--- src/rtl/kpd_pkg.sv ---
// kpd_pkg: shared types and default timing constants for the keypad entry
// buffer (debounce FSM state encoding, debounce/refresh/auto-repeat defaults).
// No ports.
package kpd_pkg;

  typedef enum logic [1:0] {
    IDLE       = 2'd0,
    PRESS_DB   = 2'd1,
    HELD       = 2'd2,
    RELEASE_DB = 2'd3
  } kpd_state_t;

  localparam int KPD_DEBOUNCE_CYC     = 6000000;
  localparam int KPD_REFRESH_CYC      = 150000;
  localparam int KPD_REPEAT_DELAY_CYC = 6000000;
  localparam int KPD_REPEAT_RATE_CYC  = 1200000;

endpackage

--- src/rtl/digit_refresh.sv ---
// digit_refresh: multiplexed display driver. Holds each digit for REFRESH_CYC
// clocks, then advances the one-hot select 0,1,..,NDIGITS-1,0.
// Ports:
//   clk       - clock
//   reset     - synchronous active-low reset (digit 0 selected, value 0)
//   digits    - 4*NDIGITS packed buffer, digit 0 in bits [3:0]
//   digit_en  - registered one-hot digit select
//   digit_val - registered hex value of the selected digit
module digit_refresh
  import kpd_pkg::*;
#(
  parameter int NDIGITS     = 2,
  parameter int REFRESH_CYC = KPD_REFRESH_CYC
) (
  input  logic                   clk,
  input  logic                   reset,
  input  logic [4*NDIGITS-1:0]   digits,
  output logic [NDIGITS-1:0]     digit_en,
  output logic [3:0]             digit_val
);

  localparam int RW = (REFRESH_CYC > 1) ? $clog2(REFRESH_CYC) : 1;
  localparam int IW = (NDIGITS > 1) ? $clog2(NDIGITS) : 1;
  localparam logic [RW-1:0] REF_LAST = RW'(REFRESH_CYC - 1);
  localparam logic [IW-1:0] IDX_LAST = IW'(NDIGITS - 1);

  logic [RW-1:0] ref_cnt;
  logic [IW-1:0] idx;
  logic [IW-1:0] idx_nxt;
  logic          wrap;
  logic [3:0]    dig_arr [NDIGITS];

  for (genvar i = 0; i < NDIGITS; i++) begin : g_unpack
    assign dig_arr[i] = digits[4*i +: 4];
  end

  assign wrap = (ref_cnt == REF_LAST);

  always_comb begin
    idx_nxt = idx;
    if (wrap) idx_nxt = (idx == IDX_LAST) ? '0 : idx + IW'(1);
  end

  // digit_val is reloaded every cycle (not only on wrap) so a buffer shift
  // is reflected one cycle later even when it coincides with a wrap.
  always_ff @(posedge clk) begin
    if (!reset) begin
      ref_cnt   <= '0;
      idx       <= '0;
      digit_en  <= NDIGITS'(1);
      digit_val <= 4'h0;
    end else begin
      ref_cnt   <= wrap ? '0 : ref_cnt + RW'(1);
      idx       <= idx_nxt;
      digit_en  <= NDIGITS'(1) << idx_nxt;
      digit_val <= dig_arr[idx_nxt];
    end
  end

endmodule

--- src/rtl/keypad_entry_buffer.sv ---
// keypad_entry_buffer: debounces a keypad key-down level, shifts each
// accepted key code into an NDIGITS-deep hex buffer and drives a
// multiplexed display of that buffer.
// Optional feature: define KPD_AUTOREPEAT_EN to re-accept a held key after
// REPEAT_DELAY_CYC clocks and then every REPEAT_RATE_CYC clocks.
// Ports:
//   clk         - clock
//   reset       - synchronous active-low reset
//   key_pressed - synchronized key-down level
//   key_code    - hex code of the key, valid while key_pressed is high
//   key_strobe  - one-cycle pulse per accepted key
//   key_val     - last accepted code
//   digits      - buffer contents, digit 0 (newest) in bits [3:0]
//   busy        - high whenever the debounce FSM is not IDLE
//   digit_en    - one-hot display digit select
//   digit_val   - hex value of the selected digit
//
// state      | meaning
// IDLE       | waiting for a key; a high key_pressed is accepted at once
// PRESS_DB   | key accepted, input ignored for DEBOUNCE_CYC cycles
// HELD       | key stable down; waiting for release (or auto-repeat)
// RELEASE_DB | needs DEBOUNCE_CYC consecutive low cycles to return to IDLE
module keypad_entry_buffer
  import kpd_pkg::*;
#(
  parameter int NDIGITS          = 2,
  parameter int DEBOUNCE_CYC     = KPD_DEBOUNCE_CYC,
  parameter int REFRESH_CYC      = KPD_REFRESH_CYC
`ifdef KPD_AUTOREPEAT_EN
  ,
  parameter int REPEAT_DELAY_CYC = KPD_REPEAT_DELAY_CYC,
  parameter int REPEAT_RATE_CYC  = KPD_REPEAT_RATE_CYC
`endif
) (
  input  logic                 clk,
  input  logic                 reset,
  input  logic                 key_pressed,
  input  logic [3:0]           key_code,
  output logic                 key_strobe,
  output logic [3:0]           key_val,
  output logic [4*NDIGITS-1:0] digits,
  output logic                 busy,
  output logic [NDIGITS-1:0]   digit_en,
  output logic [3:0]           digit_val
);

  localparam int DBW = $clog2(DEBOUNCE_CYC + 1);
  localparam logic [DBW-1:0] DB_LAST = DBW'(DEBOUNCE_CYC - 1);
  localparam logic [DBW-1:0] DB_MAX  = DBW'(DEBOUNCE_CYC);

  kpd_state_t           state;
  logic [DBW-1:0]       db_cnt;
  logic [4*NDIGITS-1:0] buf_q;
  logic [4*NDIGITS-1:0] buf_shift;
  logic                 accept;
  logic                 rpt_fire;

  if (NDIGITS == 1) begin : g_one
    assign buf_shift = key_code;
  end else begin : g_many
    assign buf_shift = {buf_q[4*NDIGITS-5:0], key_code};
  end

`ifdef KPD_AUTOREPEAT_EN
  localparam int RPT_MAXC = (REPEAT_DELAY_CYC > REPEAT_RATE_CYC) ? REPEAT_DELAY_CYC
                                                                  : REPEAT_RATE_CYC;
  localparam int RPW = $clog2(RPT_MAXC + 1);
  localparam logic [RPW-1:0] RPT_DELAY_LAST = RPW'(REPEAT_DELAY_CYC - 1);
  localparam logic [RPW-1:0] RPT_RATE_LAST  = RPW'(REPEAT_RATE_CYC - 1);
  localparam logic [RPW-1:0] RPT_MAX        = RPW'(RPT_MAXC);

  // Repeat timer runs from the accepting edge (through PRESS_DB), so the
  // first repeat lands REPEAT_DELAY_CYC cycles after the original strobe.
  logic [RPW-1:0] rpt_cnt;
  logic           rpt_phase;  // 0: initial delay, 1: repeat rate

  assign rpt_fire = (state == HELD) && key_pressed &&
                    (rpt_cnt == (rpt_phase ? RPT_RATE_LAST : RPT_DELAY_LAST));

  always_ff @(posedge clk) begin
    if (!reset) begin
      rpt_cnt   <= '0;
      rpt_phase <= 1'b0;
    end else if (accept) begin
      rpt_cnt   <= '0;
      rpt_phase <= (state == HELD);
    end else if ((state == PRESS_DB || state == HELD) && rpt_cnt != RPT_MAX) begin
      rpt_cnt <= rpt_cnt + RPW'(1);
    end
  end
`else
  assign rpt_fire = 1'b0;
`endif

  assign accept = ((state == IDLE) && key_pressed) || rpt_fire;
  assign digits = buf_q;
  assign busy   = (state != IDLE);

  always_ff @(posedge clk) begin
    if (!reset) begin
      state      <= IDLE;
      db_cnt     <= '0;
      buf_q      <= '0;
      key_val    <= 4'h0;
      key_strobe <= 1'b0;
    end else begin
      key_strobe <= accept;
      if (accept) begin
        buf_q   <= buf_shift;
        key_val <= key_code;
      end
      case (state)
        IDLE: begin
          if (key_pressed) begin
            state  <= PRESS_DB;
            db_cnt <= '0;
          end
        end
        PRESS_DB: begin
          if (db_cnt == DB_LAST) begin
            state  <= HELD;
            db_cnt <= '0;
          end else if (db_cnt != DB_MAX) begin
            db_cnt <= db_cnt + DBW'(1);
          end
        end
        HELD: begin
          if (!key_pressed) begin
            state  <= RELEASE_DB;
            db_cnt <= '0;
          end
        end
        RELEASE_DB: begin
          if (key_pressed) begin
            db_cnt <= '0;
          end else if (db_cnt == DB_LAST) begin
            state  <= IDLE;
            db_cnt <= '0;
          end else if (db_cnt != DB_MAX) begin
            db_cnt <= db_cnt + DBW'(1);
          end
        end
        default: state <= IDLE;
      endcase
    end
  end

  digit_refresh #(
    .NDIGITS     (NDIGITS),
    .REFRESH_CYC (REFRESH_CYC)
  ) u_refresh (
    .clk       (clk),
    .reset     (reset),
    .digits    (buf_q),
    .digit_en  (digit_en),
    .digit_val (digit_val)
  );

endmodule

--- config.mk ---
export PLATFORM = sky130hd
export DESIGN_NAME = keypad_entry_buffer
export DESIGN_NICKNAME = d
export VERILOG_FILES = /design/src/rtl/kpd_pkg.sv /design/src/rtl/digit_refresh.sv /design/src/rtl/keypad_entry_buffer.sv
export SDC_FILE = /design/constraint.sdc
export NUM_CORES = 1
export LEC_CHECK = 0
export CAP_MARGIN = 15
export CORE_ASPECT_RATIO = 0.75
export CORE_MARGIN = 10
export CORE_UTILIZATION = 30
export CTS_BUF_LIST = sky130_fd_sc_hd__clkbuf_8
export DETAILED_ROUTE_END_ITERATION = 12
export PLACE_DENSITY = 0.58
export SLEW_MARGIN = 20
export SYNTH_ARGS = -nofsm -noshare
export SYNTH_HDL_FRONTEND = slang
export SYNTH_SLANG_ARGS = --single-unit
--- constraint.sdc ---
create_clock -name clk -period 3.94 [get_ports clk]
set_input_delay 0.788 -clock clk [delete_from_list [all_inputs] [get_ports clk]]
set_output_delay 0.788 -clock clk [all_outputs]
set_load 0.05 [all_outputs]
# After elaboration in Yosys (flattened, before gate mapping)

Cells that the tools add are included.

Add/subtract/negate cells: 3
$lt $le $gt $ge: 1
Equal/unequal tests: 11
Shifts and indexed selects: 1
Multiplexer cells: 17
Bitwise logic cells: 2
Reductions and logical operators: 6

Operator list:

| kind                                                                   | count |
|---|---|
| 23-bit 2-to-1 mux                                                      | 5 |
| 23-bit case mux with 4 select lines                                    | 1 |
| 23-bit by 1-bit adder with 23-bit output (second input constant)       | 1 |
| 23-bit equality test (second input constant)                           | 1 |
| 23-bit != test (second input constant)                                 | 1 |
| 18-bit by 1-bit adder with 18-bit output (second input constant)       | 1 |
| 18-bit equality test (second input constant)                           | 1 |
| 4-bit 2-to-1 mux                                                       | 3 |
| 2-bit 2-to-1 mux                                                       | 5 |
| 2-bit != test (second input constant)                                  | 5 |
| 2-bit case mux with 4 select lines                                     | 1 |
| 5-bit AND reduction                                                    | 1 |
| 2-bit equality test (second input constant)                            | 2 |
| 2-bit by 1-bit equality test with 1-bit output (second input constant) | 1 |
| 2-bit greater-or-equal comparator (second input constant)              | 1 |
| 2-bit zero test                                                        | 1 |
| 1-bit 2-to-1 mux                                                       | 2 |
| 1-bit inverter with 2-bit output                                       | 1 |
| 2-bit AND reduction                                                    | 1 |
| 2-bit nonzero test                                                     | 1 |
| 2-bit OR reduction                                                     | 1 |
| 1-bit by 1-bit left shift with 2-bit output (first input constant)     | 1 |
| 1-bit adder (second input constant)                                    | 1 |
| 1-bit logical AND                                                      | 1 |
| 1-bit inverter                                                         | 1 |

Bits in registers: 63
Input bits: 7
Output and inout port bits: 20
Word-level logic and storage cells: 50

# Depth between registers and ports, before layout

Gate-level depths: netlist of run 1.

Word-level depth: 7
Depth in mapped cells: 8
Mapped depth without buffers: 7

# Hierarchy

A second synthesis of run 1 with hierarchy kept.

Cell total of the unflattened synthesis: 334
Area, all modules: 2934.1 µm²

Modules (own cells, without submodules):

| module              | times used | cells an instance | area each (µm²) | sequential area each (µm²) |
|---|---|---|---|---|
| keypad_entry_buffer | 1          | 199               | 1795.5          | 680.7 |
| digit_refresh       | 1          | 135               | 1138.6          | 480.5 |

# Least setup slack after synthesis of run 1

OpenSTA, ideal clock, no wires.

Kind: reg2out
Start: register state[0]
End: output port busy
Arrival time: 1178 ps
Data required time: 3152 ps
Path slack: 1974 ps
Cell stages (with the launch flop): 5
Buffers on the path: 1
Cell sequence: dfxtp_1 inv_1 ha_1 buf_1 inv_1

Longest elaborated chain between the ends: 1

Ends and longest elaborated chain:

| item                   | RTL line                   | RTL |
|---|---|---|
| from (decl)            | keypad_entry_buffer.sv:51  | `kpd_state_t state;` |
| from (signal assigned) | keypad_entry_buffer.sv:101 | `state <= IDLE;` |
| from (signal assigned) | keypad_entry_buffer.sv:115 | `state <= PRESS_DB;` |
| from (signal assigned) | keypad_entry_buffer.sv:121 | `state <= HELD;` |
| 2-bit nonzero test     | keypad_entry_buffer.sv:97  | `assign busy = (state != IDLE);` |
| to (decl)              | keypad_entry_buffer.sv:42  | `output logic busy,` |

Every way passes these cells.

# Final worst setup path of run 1

Ends and elaborated chain as after synthesis.

==> run_results.csv, run 1 <==
group,metric,value,unit
critical_path,r2r-start,"state[0]",
yosys,synth_top_family_by_area,"simple AND/OR/NAND/NOR gates",
clocking,holdBufCountCts,0,
timing,finalSetupViolations,0,
yosys,postSynthNetCount,367,
clocking,postCtsSetupBuffers,0,
critical_path,worstReg2RegEnd,"db_cnt[4]",
yosys,syn_avg_cell_area,8.30,um2
worst_hold_path,hold_path.startpoint,"db_cnt[22]",
yosys,synth_seq_area_share,39.7,%
timing,relSlewSlack,46.7,%
critical_path,rrSetupSlack,1700,ps
drt,dr.first_iter.drc_count,146,
clocking,cts_num_sinks,58,
floorplanning,rows,31,
placed_design,placedInstanceArea,0.00327,mm2
drt,wire_per_inst,12.9,um
critical_path,cp_slowest_cell,"clkdlybuf4s50_1",
yosys,synth_cell_types,48,
final_layout,area_growth,17.7,%
drt,drt.antenna.violating_nets,0,
placed_design,place_congestion,0.851,
critical_path,path_buf_inv,3,
clocking,clk-insertion-delay-late,350,ps
timing,hold_viol_final,0,
floorplanning,dieWidth,134,um
final_layout,stdcell_area,0.00344,mm2
critical_path,rr_worst_depth,8,
worst_hold_path,whs_endpoint,"db_cnt[22]",
final_layout,fill_cells,1007,
drt,finalWirelength,6590,um
critical_path,crit_chain,"inv_1 > ha_1 > inv_1 > clkdlybuf4s50_1",
yosys,synth_fa_ha_area_share,3.42,%
yosys,ys_seq_elements,58,
power,p_leak,1.14,nW
clocking,root_buffer,"clkbuf_8",
global_route,grt_max_degree,21,
yosys,yosysWarnings,0,
timing,worstMarginPinSlew,793,ps
timing,grt_setup_unrepaired,"no",
placed_design,io_buffers,26,
global_route,antenna_found_initial,0,
critical_path,crit_path_end_kind,"output port",
yosys,synthTopCellsByArea,"dfxtp_1 40%, nand2_1 5.4%, a21oi_1 5.1%",
timing,clock.fmax,345,MHz
global_route,grt_pass1_wl,11300,um
drt,vias_per_cell,4.93,
global_route,grt.overflow.total,0,
timing,maxSlewViolCount,0,
timing,setup_tns,0,ps
critical_path,worst_ep_required_time,3150,ps
floorplanning,die_area,0.0141,mm2
floorplanning,coreArea,0.00958,mm2
yosys,synth_top_area_share,39.7,%
placed_design,post-place-cells,494,
critical_path,crit_arrival,2110,ps
clocking,clk_pin_slew,60,ps
critical_path,slowest_delay,800,ps
floorplanning,initial_core_util,30.5,%
clocking,cts_resized,0,
run_status,status,"complete, no violations",
critical_path,crit_family,"buffers and inverters",
drt,drc,0,
global_route,grt_pass1_vias,2303,
clocking,clockBufferDepth,2,
yosys,synth-compound-area-share,13.1,%
global_route,grtUsageTotal,9.55,%
final_layout,stdcell_count,510,
yosys,muxShareOfSynthArea,4.15,%
floorplanning,die_h,105,um
clocking,cts-buffers-inserted,9,
worst_hold_path,hp-class,"reg2reg",
critical_path,start_kind,"flop",
clocking,cts_tree,"built",
final_layout,finalNetCount,388,
yosys,yosys.area_share.simple,29.0,%
timing,fin_skew,11.6,ps
placed_design,dp_hpwl,4630,um
critical_path,crit_type,"reg2out",
drt,drt-pass1-iter-count,6,
clocking,htreeDepth,3,
drt,vias,2514,
critical_path,worstPathMaxFanout,13,
timing,fin_crit_sh,73.5,%
yosys,synth_xor_area_share,5.09,%
power,irDropWorstVdd,0.291,mV
timing,hold_slack,468,ps
critical_path,cp_common_cell,"inv_1",
job,drv_cap,0,
power,fin_total_pwr,0.00155,W
final_layout,layout-drive-gt1-share,8.20,%
yosys,postSynthCellCount,352,
final_layout,diodes,0,
power,power_density,452,mW/mm2
yosys,synth_top_cell_by_area,"dfxtp_1",
yosys,synth_area,0.00292,mm2
worst_hold_path,holdPathStages,1,
timing,finalCriticalPeriod,2900,ps
floorplanning,io_pins,27,
-- synth_stat cells, drive strengths merged --
library cell,instances
a211oi,1
a21oi,31
a31oi,9
a41oi,5
and2,2
and3,6
and4,3
and4b,1
buf,15
clkbuf,4
clkinv,1
dfxtp,58
ha,8
inv,14
mux2,1
mux2i,11
nand2,42
nand2b,2
nand3,29
nand3b,1
nand4,10
nand4b,1
nor2,35
nor2b,2
nor3,8
nor3b,1
nor4,6
nor4b,3
o21ai,15
o22ai,2
o31a,2
o31ai,1
or2,1
or3,2
or4,2
xnor2,11
xor2,6
-- worst max-delay path by stage --
stage           startpoint          to  depth (start not counted)
2_1_floorplan     state[0]        busy                          4
3_3_place_gp   key_pressed  db_cnt[15]                          8
3_5_place_dp   key_pressed   db_cnt[5]                          7
4_1_cts           state[0]        busy                          4
5_1_grt           state[0]        busy                          4
6_report          state[0]        busy                          4
-- worst register-to-register path, stage by stage, from the launching register on --
cell	delay (ps)
dfxtp_1	380
inv_1	100
ha_1	370
mux2i_1	300
o21ai_1	190
a211oi_2	220
buf_4	280
a41oi_1	150
a31oi_1	160
-- state kept, by name, indices dropped and copies added (netlist names) --
| name | count |
|---|---|
| db_cnt | 23 |
| u_refresh.ref_cnt | 18 |
| digits | 5 |
| u_refresh.digit_val | 4 |
| key_val | 3 |
| state | 2 |
| u_refresh.digit_en | 2 |
| key_strobe | 1 |
-- final cells by class --
class	instances	area (um2)	share of cell area [%]
well taps	132	165	4.80
inverters	15	56.3	1.64
flip-flops and latches	58	1160	33.8
clock inverters	6	33.8	0.982
multi-input cells	260	1600	46.6
repair buffers	29	283	8.22
clock buffers	10	138	4.00
-- stage by stage --
stage / utilization, % / setup slack [ps]
global route: 35.9 / 926
floorplan: - / 1970
detailed placement: 34.1 / 1080
global placement: 34.1 / 1080
CTS: 35.9 / 1020
finish: 35.9 / 1040
-- cells in the final DEF (no fill, tap or decap), types with 4 or more instances in the layout --
cell             count
dfxtp_1             58
nand4_1              9
a41oi_1              5
nand2_1             42
xnor2_1             11
inv_1               15
a21oi_1             30
clkbuf_8            10
o21ai_0             11
nor3_1               8
and3_1               6
nand3_1             27
a31oi_1              9
xor2_1               6
mux2i_1             11
o21ai_1              4
ha_1                 8
clkdlybuf4s50_1     26
nor2_1              35
-- logic make-up (layout without fill, tap and decap cells) --
family	after synthesis	in the layout
adders and majority gates	8	8
xor gates and xnor gates	17	17
and+or+nand+nor	157	157
buffers and inverters	34	60
AOI/OAI and AO/OA	66	66
DFF	58	58
muxes	12	12
-- power by group --
part | switching [W] | internal [W]
sequential | 0.0000300 | 0.000617
combinational | 0.000287 | 0.000139
clock | 0.000241 | 0.000239
total | 0.000559 | 0.000995
-- layer usage --
layer | GRT usage (%) | wire (um) | up-vias
met3 | 4.22 | 403 | 6
met2 | 12.9 | 2690 | 50
met1 | 13.1 | 3410 | 1170
li1 | - | - | 1288
met5 | 0 | 0 | -
met4 | 3.26 | 80 | 0
Power figures use the tool's default switching activity.
==> run 2, diff against run 1 <==
--- a/config.mk
+++ b/config.mk
@@ -11,7 +11,7 @@
 export CORE_UTILIZATION = 30
 export CTS_BUF_LIST = sky130_fd_sc_hd__clkbuf_8
 export DETAILED_ROUTE_END_ITERATION = 12
-export PLACE_DENSITY = 0.58
+export PLACE_DENSITY = 0.6
 export SLEW_MARGIN = 20
 export SYNTH_ARGS = -nofsm -noshare
 export SYNTH_HDL_FRONTEND = slang
==> constraint.sdc (replaced) <==
create_clock -name clk -period 2.4 [get_ports clk]
set_input_delay 0.48 -clock clk [delete_from_list [all_inputs] [get_ports clk]]
set_output_delay 0.48 -clock clk [all_outputs]
set_load 0.05 [all_outputs]
==> run 2 against run 1 <==
Effect of this change: via count increased by 1.7%; critical path type unchanged; largest power group unchanged; final area is 2.1% higher; clock skew is 4.5 ps lower.
==> run_results.csv, run 2 (synthesis results as in run 1) <==
group,metric,value,unit
run_status,status,"complete, no violations",
critical_path,crit_family,"buffers and inverters",
critical_path,slowest_delay,850,ps
timing,finalSetupViolations,0,
clocking,cts_resized,0,
drt,drt.antenna.violating_nets,0,
timing,hold_viol_final,0,
critical_path,worstPathMaxFanout,5,
drt,drt-pass1-iter-count,4,
floorplanning,rows,31,
timing,clock.fmax,482,MHz
final_layout,layout-drive-gt1-share,9.90,%
critical_path,rr_worst_depth,6,
floorplanning,initial_core_util,30.5,%
final_layout,diodes,0,
power,irDropWorstVdd,0.486,mV
critical_path,path_buf_inv,1,
critical_path,cp.depth,1,
critical_path,crit_type,"reg2out",
global_route,antenna_found_initial,0,
clocking,cts_num_sinks,58,
floorplanning,coreArea,0.00958,mm2
global_route,grt_pass1_vias,2369,
final_layout,layout_commonest_cell,"dfxtp_1",
drt,wire_per_inst,13.0,um
global_route,grt_max_degree,21,
job,drv_cap,0,
final_layout,final_core_util,36.7,%
clocking,clk-insertion-delay-late,340,ps
floorplanning,die_area,0.0141,mm2
timing,worstMarginPinSlew,748,ps
placed_design,dp_hpwl,4860,um
floorplanning,dieWidth,134,um
critical_path,crit_arrival,1590,ps
clocking,clk_pin_slew,60,ps
timing,relSlewSlack,49.8,%
global_route,grt_pass1_wl,11500,um
worst_hold_path,holdPathStages,1,
placed_design,io_buffers,26,
drt,dr.first_iter.drc_count,153,
final_layout,mostFrequentLayoutCells,"58 x dfxtp_1, 42 x nand2_1, 35 x nor2_1",
final_layout,largest_register,"db_cnt",
clocking,postCtsSetupBuffers,0,
critical_path,cp_slowest_cell,"clkdlybuf4s50_1",
clocking,root_buffer,"clkbuf_8",
drt,drc,0,
final_layout,largest_register_ffs,23,
floorplanning,io_pins,27,
drt,vias_per_cell,4.96,
critical_path,start_kind,"flop",
timing,grt_setup_unrepaired,"no",
floorplanning,die_h,105,um
timing,hold_slack,471,ps
global_route,grt.overflow.total,0,
power,p_leak,1.19,nW
drt,finalWirelength,6700,um
power,power_density,739,mW/mm2
global_route,grtUsageTotal,9.69,%
timing,setup_tns,0,ps
placed_design,place_congestion,0.833,
clocking,holdBufCountCts,0,
timing,fin_crit_sh,86.4,%
timing,fin_skew,7.08,ps
timing,finalCriticalPeriod,2070,ps
final_layout,finalNetCount,395,
clocking,htreeDepth,3,
critical_path,worst_ep_required_time,1920,ps
drt,vias,2557,
final_layout,area_growth,20.2,%
clocking,cts_tree,"built",
timing,maxSlewViolCount,0,
clocking,cts-buffers-inserted,9,
clocking,clockBufferDepth,2,
critical_path,crit_path_end_kind,"output port",
worst_hold_path,hp-class,"reg2reg",
critical_path,crit_chain,"clkdlybuf4s50_1",
[run 2: cell count changes in the layout (fill, tap and decap cells not counted)]
cell | previous run | this run
buf_4 | 3 | 9
buf_12 | 0 | 2
clkinvlp_4 | 2 | 0
clkbuf_8 | 10 | 11
clkdlybuf4s50_1 | 26 | 25
[run 2: layout make-up]
class,instances,area (um2)
clock buffer,11,151
multi-input combinational,260,1600
fill,1009,6070
inverter,15,56.3
tap,132,165
sequential,58,1160
timing repair buffer,36,358
clock inverter,4,18.8
[run 2: worst paths after layout]
kind | start | endpoint | slack (ps)
worst max register to register | db_cnt[1] | db_cnt[20] | 360
worst min-delay path | db_cnt[22] | db_cnt[22] | 470
worst max-delay path | key_val[2] | digits[2] | 330
worst min register to register | db_cnt[22] | db_cnt[22] | 470
[run 2: per-stage QoR]
stage                     power, W  instance area, um2  instances  worst slack, ps
after floorplan            0.00160                2920        352              605
after global placement     0.00184                3340        501              111
after detailed placement   0.00184                3340        501             48.4
after CTS                  0.00264                3510        516              300
after global routing       0.00275                3510        516              201
final                      0.00260                3510        516              327
[run 2: metal layers]
metal	GRT usage [%]	vias up	routed length (um)
li1	-	1295	-
met1	13.1	1199	3380
met2	13.6	52	2810
met3	3.51	11	397
met4	3.72	0	117
met5	0	-	0
[run 2: power by group]
part	leakage, nW	total, W	internal (W)	switching [W]
clock network	0.0961	0.000775	0.000415	0.000360
registers	0.469	0.00106	0.00101	0.0000494
logic	0.622	0.000757	0.000275	0.000482
